<file path="src/rtl/game_pkg.sv">
// Shared definitions for the 2048 game datapath.
// Holds the move direction encoding and the move_input FSM state type; the
// game controller and the benches import the same constants.
package game_pkg;

  typedef logic [1:0] dir_t;

  localparam dir_t DIR_UP    = 2'd0;
  localparam dir_t DIR_RIGHT = 2'd1;
  localparam dir_t DIR_DOWN  = 2'd2;
  localparam dir_t DIR_LEFT  = 2'd3;

  typedef enum logic [1:0] {
    StIdle,
    StOffer,
    StWaitRelease
  } move_state_t;

endpackage

</file>
<file path="src/rtl/move_if.sv">
// Move-request handshake between move_input and the game controller.
//   move_valid : a move is offered (driven by move_input)
//   move_ready : the controller accepts the move this cycle
//   dir        : direction of the offered/last move, readable as a level
interface move_if;
  import game_pkg::*;

  logic move_valid;
  logic move_ready;
  dir_t dir;

  modport master (output move_valid, output dir, input move_ready);
  modport slave  (input move_valid, input dir, output move_ready);
endinterface

</file>
<file path="src/rtl/btn_debounce.sv">
// Single-button conditioner: 2-flop synchronizer followed by a debouncer.
// Ports:
//   clk, rst : clock, asynchronous active-low reset
//   raw      : asynchronous button input
//   stable   : debounced level; changes only after DEBOUNCE_CYCLES
//              consecutive cycles of disagreement with the synced input
module btn_debounce #(
  parameter int unsigned DEBOUNCE_CYCLES = 50000,
  parameter int unsigned CNT_W           = 16
) (
  input  logic clk,
  input  logic rst,
  input  logic raw,
  output logic stable
);

  localparam logic [CNT_W-1:0] CntMax = CNT_W'(DEBOUNCE_CYCLES - 1);

  logic             meta_q, sync_q;
  logic             stable_q, stable_d;
  logic [CNT_W-1:0] cnt_q, cnt_d;

  always_comb begin
    stable_d = stable_q;
    cnt_d    = '0;
    // Any cycle of agreement restarts the count, so short glitches vanish.
    if (sync_q != stable_q) begin
      if (cnt_q == CntMax) begin
        stable_d = ~stable_q;
      end else begin
        cnt_d = cnt_q + CNT_W'(1);
      end
    end
  end

  always_ff @(posedge clk or negedge rst) begin
    if (!rst) begin
      meta_q   <= 1'b0;
      sync_q   <= 1'b0;
      stable_q <= 1'b0;
      cnt_q    <= '0;
    end else begin
      meta_q   <= raw;
      sync_q   <= meta_q;
      stable_q <= stable_d;
      cnt_q    <= cnt_d;
    end
  end

  assign stable = stable_q;

endmodule

</file>
<file path="src/rtl/move_input.sv">
// Front-end input block for the 2048 game.
// Debounces four pushbuttons, detects presses, arbitrates simultaneous
// presses (up > right > down > left) and offers one move per physical press
// over a valid/ready handshake.
// Ports:
//   clk, rst          : clock, asynchronous active-low reset
//   btn_up .. btn_left: raw asynchronous buttons, active-high
//   mv                : move handshake (master side: move_valid, dir out;
//                       move_ready in)
module move_input
  import game_pkg::*;
#(
  parameter int unsigned DEBOUNCE_CYCLES = 50000,
  parameter int unsigned CNT_W           = 16
) (
  input  logic clk,
  input  logic rst,
  input  logic btn_up,
  input  logic btn_right,
  input  logic btn_down,
  input  logic btn_left,
  move_if.master mv
);

  // Bit index equals the direction code.
  logic [3:0] raw;
  logic [3:0] stable;
  logic [3:0] stable_prev_q;
  logic [3:0] press;

  assign raw = {btn_left, btn_down, btn_right, btn_up};

  for (genvar i = 0; i < 4; i++) begin : g_btn
    btn_debounce #(
      .DEBOUNCE_CYCLES(DEBOUNCE_CYCLES),
      .CNT_W          (CNT_W)
    ) u_debounce (
      .clk   (clk),
      .rst   (rst),
      .raw   (raw[i]),
      .stable(stable[i])
    );
  end

  assign press = stable & ~stable_prev_q;

  dir_t win_dir;

  always_comb begin
    if (press[0]) begin
      win_dir = DIR_UP;
    end else if (press[1]) begin
      win_dir = DIR_RIGHT;
    end else if (press[2]) begin
      win_dir = DIR_DOWN;
    end else begin
      win_dir = DIR_LEFT;
    end
  end

  move_state_t state_q, state_d;
  dir_t        dir_q, dir_d;

  always_comb begin
    state_d = state_q;
    dir_d   = dir_q;
    unique case (state_q)
      StIdle: begin
        if (|press) begin
          dir_d   = win_dir;
          state_d = StOffer;
        end
      end
      StOffer: begin
        if (mv.move_ready) begin
          state_d = StWaitRelease;
        end
      end
      StWaitRelease: begin
        // Holding or bouncing any button blocks further moves.
        if (stable == 4'b0000) begin
          state_d = StIdle;
        end
      end
      default: state_d = StIdle;
    endcase
  end

  always_ff @(posedge clk or negedge rst) begin
    if (!rst) begin
      state_q       <= StIdle;
      dir_q         <= DIR_UP;
      stable_prev_q <= 4'b0000;
    end else begin
      state_q       <= state_d;
      dir_q         <= dir_d;
      stable_prev_q <= stable;
    end
  end

  // Decoded from the state register only: no path from move_ready, and the
  // asynchronous reset drops move_valid immediately.
  assign mv.move_valid = (state_q == StOffer);
  assign mv.dir        = dir_q;

endmodule

</file>
<file path="src/flat_wrapper.sv">
// flat-port wrapper written by rule: the top's interface ports become plain ports
module move_input_flat import game_pkg::*;
#(
  parameter int unsigned DEBOUNCE_CYCLES = 50000,
  parameter int unsigned CNT_W           = 16
)
  (clk, rst, btn_up, btn_right, btn_down, btn_left, mv_move_valid, mv_dir, mv_move_ready);
  move_if mv_i ();
  input  logic clk;
  input  logic rst;
  input  logic btn_up;
  input  logic btn_right;
  input  logic btn_down;
  input  logic btn_left;
  output wire logic [$bits(mv_i.move_valid)-1:0] mv_move_valid;
  output wire logic [$bits(mv_i.dir)-1:0] mv_dir;
  input wire logic [$bits(mv_i.move_ready)-1:0] mv_move_ready;
  assign mv_move_valid = mv_i.move_valid;
  assign mv_dir = mv_i.dir;
  assign mv_i.move_ready = mv_move_ready;
  move_input #(.DEBOUNCE_CYCLES(DEBOUNCE_CYCLES), .CNT_W(CNT_W)) u_core (.clk(clk), .rst(rst), .btn_up(btn_up), .btn_right(btn_right), .btn_down(btn_down), .btn_left(btn_left), .mv(mv_i));
endmodule
</file>
<file path="config.mk">
export PLATFORM = sky130hd
export DESIGN_NAME = move_input_flat
export DESIGN_NICKNAME = d
export VERILOG_FILES = /design/src/rtl/game_pkg.sv /design/src/rtl/move_if.sv /design/src/rtl/btn_debounce.sv /design/src/rtl/move_input.sv /design/src/flat_wrapper.sv
export SDC_FILE = /design/constraint.sdc
export NUM_CORES = 1
export LEC_CHECK = 0
export BUFFER_PORTS_ARGS = -buffer_cell sky130_fd_sc_hd__buf_4
export CORE_AREA = 2 2 87 89
export DETAILED_ROUTE_END_ITERATION = 8
export DIE_AREA = 0 0 89 91
export HOLD_SLACK_MARGIN = 0.06
export PLACE_DENSITY = 0.8
export SLEW_MARGIN = 40
export SYNTH_ARGS = -nofsm -noshare
export SYNTH_HDL_FRONTEND = slang
export SYNTH_SLANG_ARGS = --single-unit
export TNS_END_PERCENT = 5
</file>
<file path="constraint.sdc">
create_clock -name clk -period 2.3 [get_ports clk]
set_clock_uncertainty 0.2 [all_clocks]
set_input_delay 0.115 -clock clk [delete_from_list [all_inputs] [get_ports clk]]
set_output_delay 0.115 -clock clk [all_outputs]
set_load 0.01 [all_outputs]
</file>
After elaboration in Yosys (flattened, before gate mapping)
Cells that the tools add are included.

Input port bits: 7. Register bits after elaboration: 84.

Eq/ne operators: 13. $add $sub $neg: 4. Muxes and demuxes: 15. Bitwise operators: 6. Reduce and logical (&&, ||, !) cells: 9.

Operators by type and width (count): 2-to-1 mux 16 bit (8); adder 16 x 1 -> 16 bit, second input constant (4); == test 16 bit, second input constant (4); 2-to-1 mux 2 bit (5); AND reduction 2 bit (5); != test 2 x 1 -> 1 bit, second input constant (3); one-hot mux 2 bit (3 select lines) (1); bitwise AND 4 bit (1); logical NOT 4 bit (1); != test 1 bit (4); inverter 1 bit (4); inverter 4 bit (1); OR reduction 4 bit (1); AND reduction 3 bit (1); == test 2 x 1 -> 1 bit, second input constant (1); == test 2 bit, second input constant (1); logical NOT 2 bit (1); 2-to-1 mux 1 bit (1).

Longest topological paths before layout
Gate-level depths: netlist of run 1.

Depth in word-level cells: 5. Depth in mapped cells: 6. Depth with buffers taken out: 5.

Hierarchy
Synthesis of run 1 repeated with hierarchy kept, for this count alone.

Cells, all modules: 359. Area, all modules: 4076.4 sq um.

By module, submodules not included: btn_debounce (area each 937.1 sq um, cells each 83, times used 4); move_input (area each 327.8 sq um, cells each 27, times used 1).

Worst setup path after synthesis of run 1
No wires, ideal clock.

Path type: register to register. Start: register u_core.g_btn[2].u_debounce.cnt_q[12]. End: register u_core.g_btn[2].u_debounce.cnt_q[14]. Arrival: 1.517 ns. Path slack: 0.464 ns. Stages on the path, launching flop included: 6. Path through: dfrtp_1 > nor4_1 > nand3_1 > o41ai_4 > buf_6 > nor2_1.

Cells in the longest elaborated chain, start to end: 3.

Ends and longest elaborated chain: start, declared (line btn_debounce.sv:21) `logic [CNT_W-1:0] cnt_q, cnt_d;`; start signal, assigned (line btn_debounce.sv:46) `cnt_q <= cnt_d;`; adder 16 x 1 -> 16 bit or == test 16 bit (tied branches) (line btn_debounce.sv:31, btn_debounce.sv:28); 2-to-1 mux 16 bit * (line btn_debounce.sv:28) `if (cnt_q == CntMax) begin`; 2-to-1 mux 16 bit * (line btn_debounce.sv:27) `if (sync_q != stable_q) begin`; named net u_core.g_btn[2].u_debounce.cnt_d[14] (line btn_debounce.sv:21).

The timed path passes the listed nets; every way through them passes the cells marked *. A chain may end at the register's enable or synchronous reset.

Worst setup path in the final report of run 1
Start: register u_core.g_btn[2].u_debounce.cnt_q[12]. End: register u_core.g_btn[2].u_debounce.cnt_q[11].

Cells in the longest elaborated chain, start to end: 3.

Ends and longest elaborated chain (line): == test 16 bit (btn_debounce.sv:28); 2-to-1 mux 16 bit (btn_debounce.sv:28); 2-to-1 mux 16 bit (btn_debounce.sv:27); named net u_core.g_btn[2].u_debounce.cnt_d[11] (btn_debounce.sv:21).

The timed path passes the listed nets, and every way through them passes these cells.

==> results of run 1 <==
Yosys cell counts, types with 3 or more instances:
cell / n
dfrtp_1: 84
nor2_1: 71
xnor2_1: 43
nand3_1: 24
nand4_1: 18
inv_1: 16
nand2_1: 16
nor4_1: 16
nor3_1: 15
xor2_1: 14
and3_1: 7
a21oi_1: 5
mux2_2: 5
ha_1: 4
nor4bb_1: 4
o21ai_0: 4
clkbuf_1: 3
routing by layer:
layer / GRT usage [%] / routed length [um]
met5: 0 / 0
met4: 4.98 / 88
met3: 6.27 / 225
met2: 28.2 / 3140
met1: 22.7 / 2930
cell type report:
| type | instances | area, um^2 | area share (%) |
|---|---|---|---|
| Sequential cell | 84 | 2100 | 48.8 |
| Multi-Input combinational cell | 264 | 1630 | 37.9 |
| Timing Repair Buffer | 17 | 155 | 3.60 |
| Clock buffer | 11 | 151 | 3.52 |
| Tap cell | 99 | 124 | 2.88 |
| Clock inverter | 5 | 82.6 | 1.92 |
| Inverter | 16 | 60.1 | 1.39 |
critical path, stage by stage, from the launching register on:
cell and delay (ns):
dfrtp_1 0.43, nor4_1 0.29, nand3_1 0.18, o41ai_4 0.34
buf_4 0.25, nor2_1 0.08
timing repair:
item / CTS / global route
hold buffers: 6 / 0
endpoints found under the hold margin: 90 / 0
setup endpoints to repair: 0 / 0
resized for setup: 0 / 0
cell families (layout without fill, tap and decap cells):
family,count (synthesis),after routing
fa+ha+maj,4,4
xor+xnor,57,57
buf+inv,22,49
compound gates,16,16
mux,5,5
simple gates,182,182
flops,84,84
metrics by stage:
step | instances | utilization [%] | instance area, um^2 | hold WS (ns) | total power [mW]
detailed placement | 474 | 56.2 | 4010 | -0.0686 | 1.65
CTS | 496 | 60.3 | 4310 | 0.0743 | 2.85
global route | 496 | 60.3 | 4310 | 0.120 | 2.94
floorplan | 370 | - | 3820 | -0.381 | 1.59
finish | 496 | 60.3 | 4310 | 0.0656 | 2.82
global placement | 474 | 56.2 | 4010 | -0.0838 | 1.64
report_power, final:
part,internal (mW),total [mW],switching [mW],leakage [nW]
combinational,0.0382,0.0999,0.0617,0.519
sequential,1.50,1.52,0.0217,1.15
clock,0.675,1.20,0.528,0.120
total,2.21,2.82,0.611,1.78
worst min path at each step:
stage	start	end	slack [ns]	cells after the start
after detailed placement	rst	u_core.g_btn[2].u_debounce.cnt_q[5]	-0.07	1
after floorplan	rst	u_core.g_btn[0].u_debounce.cnt_q[0]	-0.38	0
after global routing	rst	u_core.g_btn[2].u_debounce.cnt_q[5]	0.12	2
after global placement	rst	u_core.g_btn[2].u_debounce.cnt_q[5]	-0.08	1
after CTS	rst	u_core.g_btn[2].u_debounce.cnt_q[5]	0.07	2
final	rst	u_core.g_btn[2].u_debounce.cnt_q[6]	0.07	2
state kept, by name, indices dropped and copies added (netlist names):
register / flops
u_core.g_btn.u_debounce.meta_q: 4
u_core.g_btn.u_debounce.sync_q: 4
u_core.g_btn.u_debounce.cnt_q: 64
u_core.state_q: 2
u_core.stable_prev_q: 4
u_core.g_btn.u_debounce.stable: 4
u_core.mv.dir: 2
==> impl_metrics.json, run 1 <==
{
  "status": "complete, no violations",
  "regToRegStartpoint": "u_core.g_btn[2].u_debounce.cnt_q[12]",
  "start_util_pct": 53.6,
  "tightest_slew_ns": 0.509,
  "period_needed_ns": 1.90,
  "syn_inst": 370,
  "layout_common_cells": "dfrtp_1, nor2_1, xnor2_1, nand3_1, nand4_1",
  "period_share_pct": 82.5,
  "std_cell_rows": 31,
  "cts_made_buffers": 9,
  "path_clk_slew_ns": 0.09,
  "synth_cell_type_count": 33,
  "async_flop_share_pct": 100,
  "final_common_cell": "dfrtp_1",
  "maxCapViolCount": 0,
  "die_area_um2": 8100,
  "drive_gt1_share_pct": 9.07,
  "required_ns": 2.33,
  "yosysTopAreaCellShare_pct": 55.0,
  "cellPowerDensity_nw_per_um2": 656,
  "hold_class": "input port to asynchronous set/reset pin",
  "clockBufferDepth": 2,
  "avgSynthCellArea_um2": 10.3,
  "r2r_cells": 5,
  "crit_arrival_ns": 1.93,
  "setup.worst_path.start": "u_core.g_btn[2].u_debounce.cnt_q[12]",
  "synth_compound_area_share_pct": 3.21,
  "ys_ff_latch": 84,
  "wire_per_inst_um": 12.9,
  "timing.rr.end": "u_core.g_btn[2].u_debounce.cnt_q[11]",
  "drt_first_pass_iters": 4,
  "routed-via-count": 2651,
  "grt_start_max_net_pins": 45,
  "synth_fa_ha_area_share_pct": 1.31,
  "r2r_slack_ns": 0.40,
  "cts_root_buf": "clkbuf_8",
  "synth_warnings": 0,
  "slew_violations": 0,
  "tns_ns": 0,
  "ctsHtreeMaxLevel": 3,
  "synth_top_family_by_area": "simple AND/OR/NAND/NOR gates",
  "die_w_um": 89,
  "clk_latency_ns": 0.36,
  "finalSetupViolCount": 0,
  "yosysSeqAreaShare_pct": 55.0,
  "critPathKind": "flop to flop",
  "grt.overflow.total": 0,
  "diodes": 0,
  "pin_count": 10,
  "synth_nets": 381,
  "cp_max_fo": 16,
  "finalWorstSetupSlack_ns": 0.402,
  "nets": 403,
  "drt_iter0_drc": 173,
  "cp-endpoint": "u_core.g_btn[2].u_debounce.cnt_q[11]",
  "synth_xor_area_share_pct": 13.1,
  "antenna_found_initial": 0,
  "route.detailed.drc": 0,
  "post-place-ws_ns": 0.391,
  "synth_area_leader_cell": "dfrtp_1",
  "grt_use_total_pct": 17.7,
  "dp_hpwl_um": 4380,
  "synth_edf_count": 0,
  "routed_wirelength_um": 6390,
  "end_kind": "flop",
  "viasPerCell": 5.34,
  "vdd_ir_drop_max_uv": 445,
  "hold_viol": 0,
  "grt_pass1_wl_um": 11200,
  "rsz0062_at_grt": "false",
  "die_height_um": 91,
  "cts_tree": "yes",
  "io_buffers": 9,
  "ys.flop_type": "dfrtp_1",
  "syn2layout_area_growth_pct": 12.6,
  "synth_simple_gate_area_share_pct": 23.6,
  "cellLeakagePower_nw": 1.78,
  "clock.fmax_mhz": 527,
  "synth.area.top_cells": "dfrtp_1, xnor2_1, nor2_1",
  "startpoint_type": "flop",
  "muxShareOfSynthArea_pct": 1.47,
  "postRouteAntennaNets": 0,
  "n_fill_cell": 581,
  "place_congestion": 0.869,
  "postCtsSetupBuffers": 0,
  "worst_slew_margin_rel_pct": 66.1,
  "cts.sinks": 84,
  "synth.cell_area_um2": 3820,
  "design.core.area_um2": 7140,
  "grt_pass1_vias": 2546
}
(Power assumes the default switching activity.)
==> inputs of run 2 (changes only) <==
- ABC_AREA: unset -> 1
- CORE_AREA: 2 2 87 89 -> 2 2 92 94
- DIE_AREA: 0 0 89 91 -> 0 0 94 96
- PLACE_DENSITY: 0.8 -> 0.83
- clock period: 2.3 -> 1.6 ns (I/O delays scaled with it)
==> impl_metrics.json, run 2 <==
{
  "rsz0062_at_grt": "true",
  "regArea_um2": 2100,
  "grt_use_total_pct": 21.3,
  "synth.cell_area_um2": 4300,
  "ctsHtreeMaxLevel": 3,
  "synth.most_common_cell": "nor2_1",
  "cts_tree": "yes",
  "n_fill_cell": 667,
  "start_util_pct": 53.4,
  "finalSetupViolCount": 0,
  "synth_xor_area_share_pct": 7.48,
  "cpMostUsedCell": "o21ai_1",
  "p_total_mw": 3.91,
  "nets": 580,
  "tightest_slew_ns": 0.447,
  "path_clk_slew_ns": 0.09,
  "muxShareOfSynthArea_pct": 0,
  "final_common_cell": "nor2_1",
  "max_stage_delay_ns": 0.39,
  "path_buf_inv": 1,
  "post-place-ws_ns": 0.0584,
  "cts_made_buffers": 9,
  "layout_common_cells": "nor2_1, nand2_1, dfrtp_1, inv_1, nand3_1",
  "clockBufferDepth": 2,
  "synth.area.top_cells": "dfrtp_1, nor2_1, nand2_1",
  "cts.sinks": 84,
  "hold_viol": 0,
  "grt_pass1_vias": 3482,
  "antenna_found_initial": 0,
  "slowest_stage": "dfrtp_1",
  "die_w_um": 94,
  "largest_reg_flops": 64,
  "grt_start_max_net_pins": 33,
  "clock.fmax_mhz": 655,
  "multi_input_area_um2": 2040,
  "cellPowerDensity_nw_per_um2": 792,
  "largest-register": "u_core.g_btn.u_debounce.cnt_q",
  "viasPerCell": 5.17,
  "grt_pass1_wl_um": 15100,
  "period_share_pct": 95.4,
  "status": "complete, no violations",
  "synth_nets": 545,
  "synth_warnings": 0,
  "yosysSeqAreaShare_pct": 48.9,
  "dp_hpwl_um": 6150,
  "io_buffers": 9,
  "ys.flop_type": "dfrtp_1",
  "async_flop_share_pct": 100,
  "min_path_cells": 0,
  "synth_common_cells": "nor2_1, nand2_1, dfrtp_1",
  "synth_simple_gate_area_share_pct": 33.0,
  "die_area_um2": 9020,
  "drt_iter0_drc": 174,
  "routed_wirelength_um": 8640,
  "die_height_um": 96,
  "syn2layout_area_growth_pct": 14.9,
  "worst_slew_margin_rel_pct": 70.1,
  "drive_gt1_share_pct": 14.5,
  "end_kind": "flop",
  "synth_fa_ha_area_share_pct": 1.16,
  "routed-via-count": 3508,
  "path_cells": "ha_2 -> nand3_4 -> inv_1 -> nand2_2 -> o21ai_1 -> o21ai_1 -> nor2_1",
  "pin_count": 10,
  "startpoint_type": "flop",
  "critPathKind": "flop to flop",
  "crit_arrival_ns": 1.62,
  "postRouteAntennaNets": 0,
  "syn_inst": 534,
  "path_depth": 7,
  "diodes": 0,
  "slew_violations": 0,
  "grt.overflow.total": 0,
  "vdd_ir_drop_max_uv": 551,
  "synth_top_family_by_area": "simple AND/OR/NAND/NOR gates",
  "drt_first_pass_iters": 4,
  "cellLeakagePower_nw": 2.37,
  "design.core.area_um2": 8050,
  "wire_per_inst_um": 12.7,
  "synth_compound_area_share_pct": 3.99,
  "synth_cell_type_count": 26,
  "avgSynthCellArea_um2": 8.05,
  "required_ns": 1.70,
  "route.detailed.drc": 0,
  "cts_root_buf": "clkbuf_8",
  "clk_latency_ns": 0.37,
  "ys_ff_latch": 84,
  "synth_area_leader_cell": "dfrtp_1",
  "synth_edf_count": 0,
  "yosysTopAreaCellShare_pct": 48.9,
  "r2r_cells": 7,
  "finalWorstSetupSlack_ns": 0.0742,
  "hold_class": "flop to flop",
  "period_needed_ns": 1.53,
  "std_cell_rows": 33,
  "cp_max_fo": 4,
  "place_congestion": 0.917,
  "maxCapViolCount": 0,
  "path_delay_family": "flip-flops"
}
==> run 2: area by class of cell <==
type                            count  area share, %
Sequential cell                    84           42.6
Tap cell                          105           2.66
Inverter                           62           4.72
Clock buffer                       10           2.79
Clock inverter                      6           1.29
Multi-Input combinational cell    388           41.4
Timing Repair Buffer               24           4.51
==> run 2: report_power, final <==
group	leakage, nW	switching (mW)	total [mW]	internal [mW]
registers	1.15	0.0327	2.19	2.16
clock network	0.0983	0.770	1.53	0.760
logic	1.13	0.112	0.193	0.0804
total	2.37	0.915	3.91	3.00
==> run 2: cell families (layout without fill, tap and decap cells) <==
logic type                 after synthesis  in the layout
adders and majority gates                4              4
DFF                                     84             84
xor gates and xnor gates                35             35
buffers and inverters                   62            102
AOI/OAI and AO/OA                       28             28
and+or+nand+nor                        321            321
==> run 2: path summary, 6_finish.rpt <==
check	start	slack [ns]	to
min in group asynchronous	rst	0.53	u_core.g_btn[1].u_debounce.cnt_q[9]
max	u_core.g_btn[1].u_debounce.cnt_q[1]	0.07	u_core.g_btn[1].u_debounce.cnt_q[10]
min reg2reg	u_core.g_btn[2].u_debounce.meta_q	0.15	u_core.g_btn[2].u_debounce.sync_q
min	u_core.g_btn[2].u_debounce.meta_q	0.15	u_core.g_btn[2].u_debounce.sync_q
max in group asynchronous	rst	0.16	u_core.g_btn[0].u_debounce.cnt_q[9]
max reg2reg	u_core.g_btn[1].u_debounce.cnt_q[1]	0.07	u_core.g_btn[1].u_debounce.cnt_q[10]
==> run 2: metrics by stage <==
step	hold slack (ns)	instances	util, %	instance area [um^2]	setup TNS, ns
5_1_grt	0.148	679	61.3	4930	-0.0427
3_3_place_gp	-0.160	655	56.8	4570	0
3_5_place_dp	-0.159	655	56.8	4570	0
6_report	0.153	679	61.3	4930	0
2_1_floorplan	-0.416	534	-	4300	0
4_1_cts	0.148	678	60.2	4840	0
==> run 2: metal layers <==
| layer | track usage (%) | routed length [um] |
|---|---|---|
| met4 | 9.06 | 239 |
| met2 | 35.7 | 4460 |
| met1 | 26.1 | 3590 |
| met5 | 0 | 0 |
| met3 | 5.64 | 359 |
==> run 2: repair_timing <==
item	in CTS	in global routing
hold buffers	7	0
buffers inserted	0	1
hold endpoints to repair	90	0
gates resized for setup	0	19
setup endpoints to repair	0	41
==> inputs of run 3 (changes only) <==
- clock period: 1.6 -> 1.4 ns (I/O delays scaled with it)
==> impl_metrics.json, run 3 (synthesized netlist as in run 2, its figures left out) <==
{
  "combPwrFrac_pct": 6.4,
  "grt_start_max_net_pins": 33,
  "vdd_ir_drop_max_uv": 748,
  "end_kind": "flop",
  "cts_root_buf": "clkbuf_8",
  "pwr-share-seq_pct": 58.0,
  "cellLeakagePower_nw": 2.48,
  "grt_use_total_pct": 21.9,
  "cts_made_buffers": 9,
  "rsz0062_at_grt": "true",
  "finalWorstSetupSlack_ns": -0.125,
  "critPathKind": "flop to flop",
  "tightest_slew_ns": 0.270,
  "status": "finished with violations",
  "die_height_um": 96,
  "slew_violations": 0,
  "hold_viol": 0,
  "fin_cells": 700,
  "grt.overflow.total": 0,
  "worst_slew_margin_rel_pct": 81.9,
  "period_share_pct": 109,
  "layout_common_cells": "nor2_1, nand2_1, dfrtp_1, inv_1, nand3_1",
  "max_stage_delay_ns": 0.40,
  "antenna_found_initial": 0,
  "grt_pass1_vias": 3576,
  "cellPowerDensity_nw_per_um2": 825,
  "dp_hpwl_um": 6590,
  "violations": "negative setup slack",
  "period_needed_ns": 1.52,
  "drive_gt1_share_pct": 22.2,
  "startpoint_type": "flop",
  "path_clk_slew_ns": 0.08,
  "pin_count": 10,
  "path_cells": "ha_4 -> nand3_4 -> nor3_4 -> nand2_4 -> nand3_1 -> nor2_1",
  "hold_ws_ns": 0.150,
  "tns_ns": -2.02,
  "route.detailed.drc": 0,
  "p_total_mw": 4.32,
  "design.core.area_um2": 8050,
  "p_sw_mw": 0.996,
  "io_buffers": 9,
  "clock_power_share_pct": 35.5,
  "clk_latency_ns": 0.35,
  "viasPerCell": 5.16,
  "largest-register": "u_core.g_btn.u_debounce.cnt_q",
  "std_cell_rows": 33,
  "p_int_mw": 3.32,
  "cts.sinks": 84,
  "clock.fmax_mhz": 656,
  "slowest_stage": "dfrtp_1",
  "dpl.cell_count": 676,
  "die_w_um": 94,
  "place_congestion": 0.900,
  "required_ns": 1.43,
  "final_common_cell": "nor2_1",
  "largest_reg_flops": 64,
  "drt_iter0_drc": 252,
  "syn2layout_area_growth_pct": 21.9,
  "crit_arrival_ns": 1.56,
  "start_util_pct": 53.4,
  "wire_per_inst_um": 13.0,
  "maxCapViolCount": 0,
  "fin_util_pct": 65.1,
  "postRouteAntennaNets": 0,
  "path_buf_inv": 0,
  "switching_share_pct": 23.1,
  "ctsHtreeMaxLevel": 3,
  "routed-via-count": 3615,
  "clockBufferDepth": 2,
  "hold_class": "flop to flop",
  "nets": 602,
  "cts_tree": "yes",
  "diodes": 0,
  "finalSetupViolCount": 47,
  "routed_wirelength_um": 9070,
  "cp_max_fo": 7,
  "n_fill_cell": 643,
  "path_delay_family": "simple AND/OR/NAND/NOR gates",
  "drt_first_pass_iters": 4,
  "grt_pass1_wl_um": 15400,
  "die_area_um2": 9020
}
==> run 3: changes by cell type in the layout (fill, tap and decap cells not counted), sizes merged <==
| cell | change |
|---|---|
| clkinvlp | -2 |
| bufinv | -1 |
| buf | +22 |
| clkbuf | +3 |
| clkinv | -1 |
==> run 3: what timing repair did <==
item,in CTS,in global routing
endpoints found under the hold margin,90,0
hold buffers,7,0
setup endpoints to repair,55,126
resized for setup,14,40
setup buffers,0,2
pin swaps,3,13
==> run 3: routing by layer <==
layer	part of all wire [%]	global-route usage [%]	vias to the layer above
met1	42	26.3	1736
met2	52	39.2	79
met3	3.7	4.07	21
li1	-	-	1779
met4	2.5	8.94	0
met5	0	0	-
==> run 3: layout make-up <==
type	count	area, um^2	area share [%]
well taps	105	131	2.51
clock inverters	2	10.0	0.191
clock buffers	13	159	3.03
flip-flops and latches	84	2110	40.3
multi-input cells	388	2200	42.0
repair buffers	46	395	7.55
inverters	62	233	4.44
==> run 3: power by group through the flow <==
stage / clock, mW / combinational, mW / sequential, mW
final: 1.53 / 0.278 / 2.51
after global routing: 1.67 / 0.317 / 2.51
after CTS: 1.56 / 0.265 / 2.50
after detailed placement: 0 / 0.241 / 2.54
after global placement: 0 / 0.229 / 2.54
after floorplan: 0 / 0.0877 / 2.54
==> run 3: stage by stage <==
step	setup slack (ns)	area (um^2)
4_1_cts	-0.0879	5060
6_report	-0.125	5240
5_1_grt	-0.197	5240
3_3_place_gp	-0.0550	4760
3_5_place_dp	-0.101	4760
2_1_floorplan	-0.0182	4320
==> run 3: final timing paths <==
kind	startpoint	to	slack (ns)	cells after the start
min reg2reg	u_core.g_btn[1].u_debounce.meta_q	u_core.g_btn[1].u_debounce.sync_q	0.15	0
max	u_core.g_btn[0].u_debounce.cnt_q[1]	u_core.g_btn[0].u_debounce.cnt_q[14]	-0.12	6
max in group asynchronous	rst	u_core.g_btn[3].u_debounce.cnt_q[3]	0.09	4
max reg2reg	u_core.g_btn[0].u_debounce.cnt_q[1]	u_core.g_btn[0].u_debounce.cnt_q[14]	-0.12	6
min in group asynchronous	rst	u_core.g_btn[2].u_debounce.cnt_q[2]	0.48	3
min	u_core.g_btn[1].u_debounce.meta_q	u_core.g_btn[1].u_debounce.sync_q	0.15	0
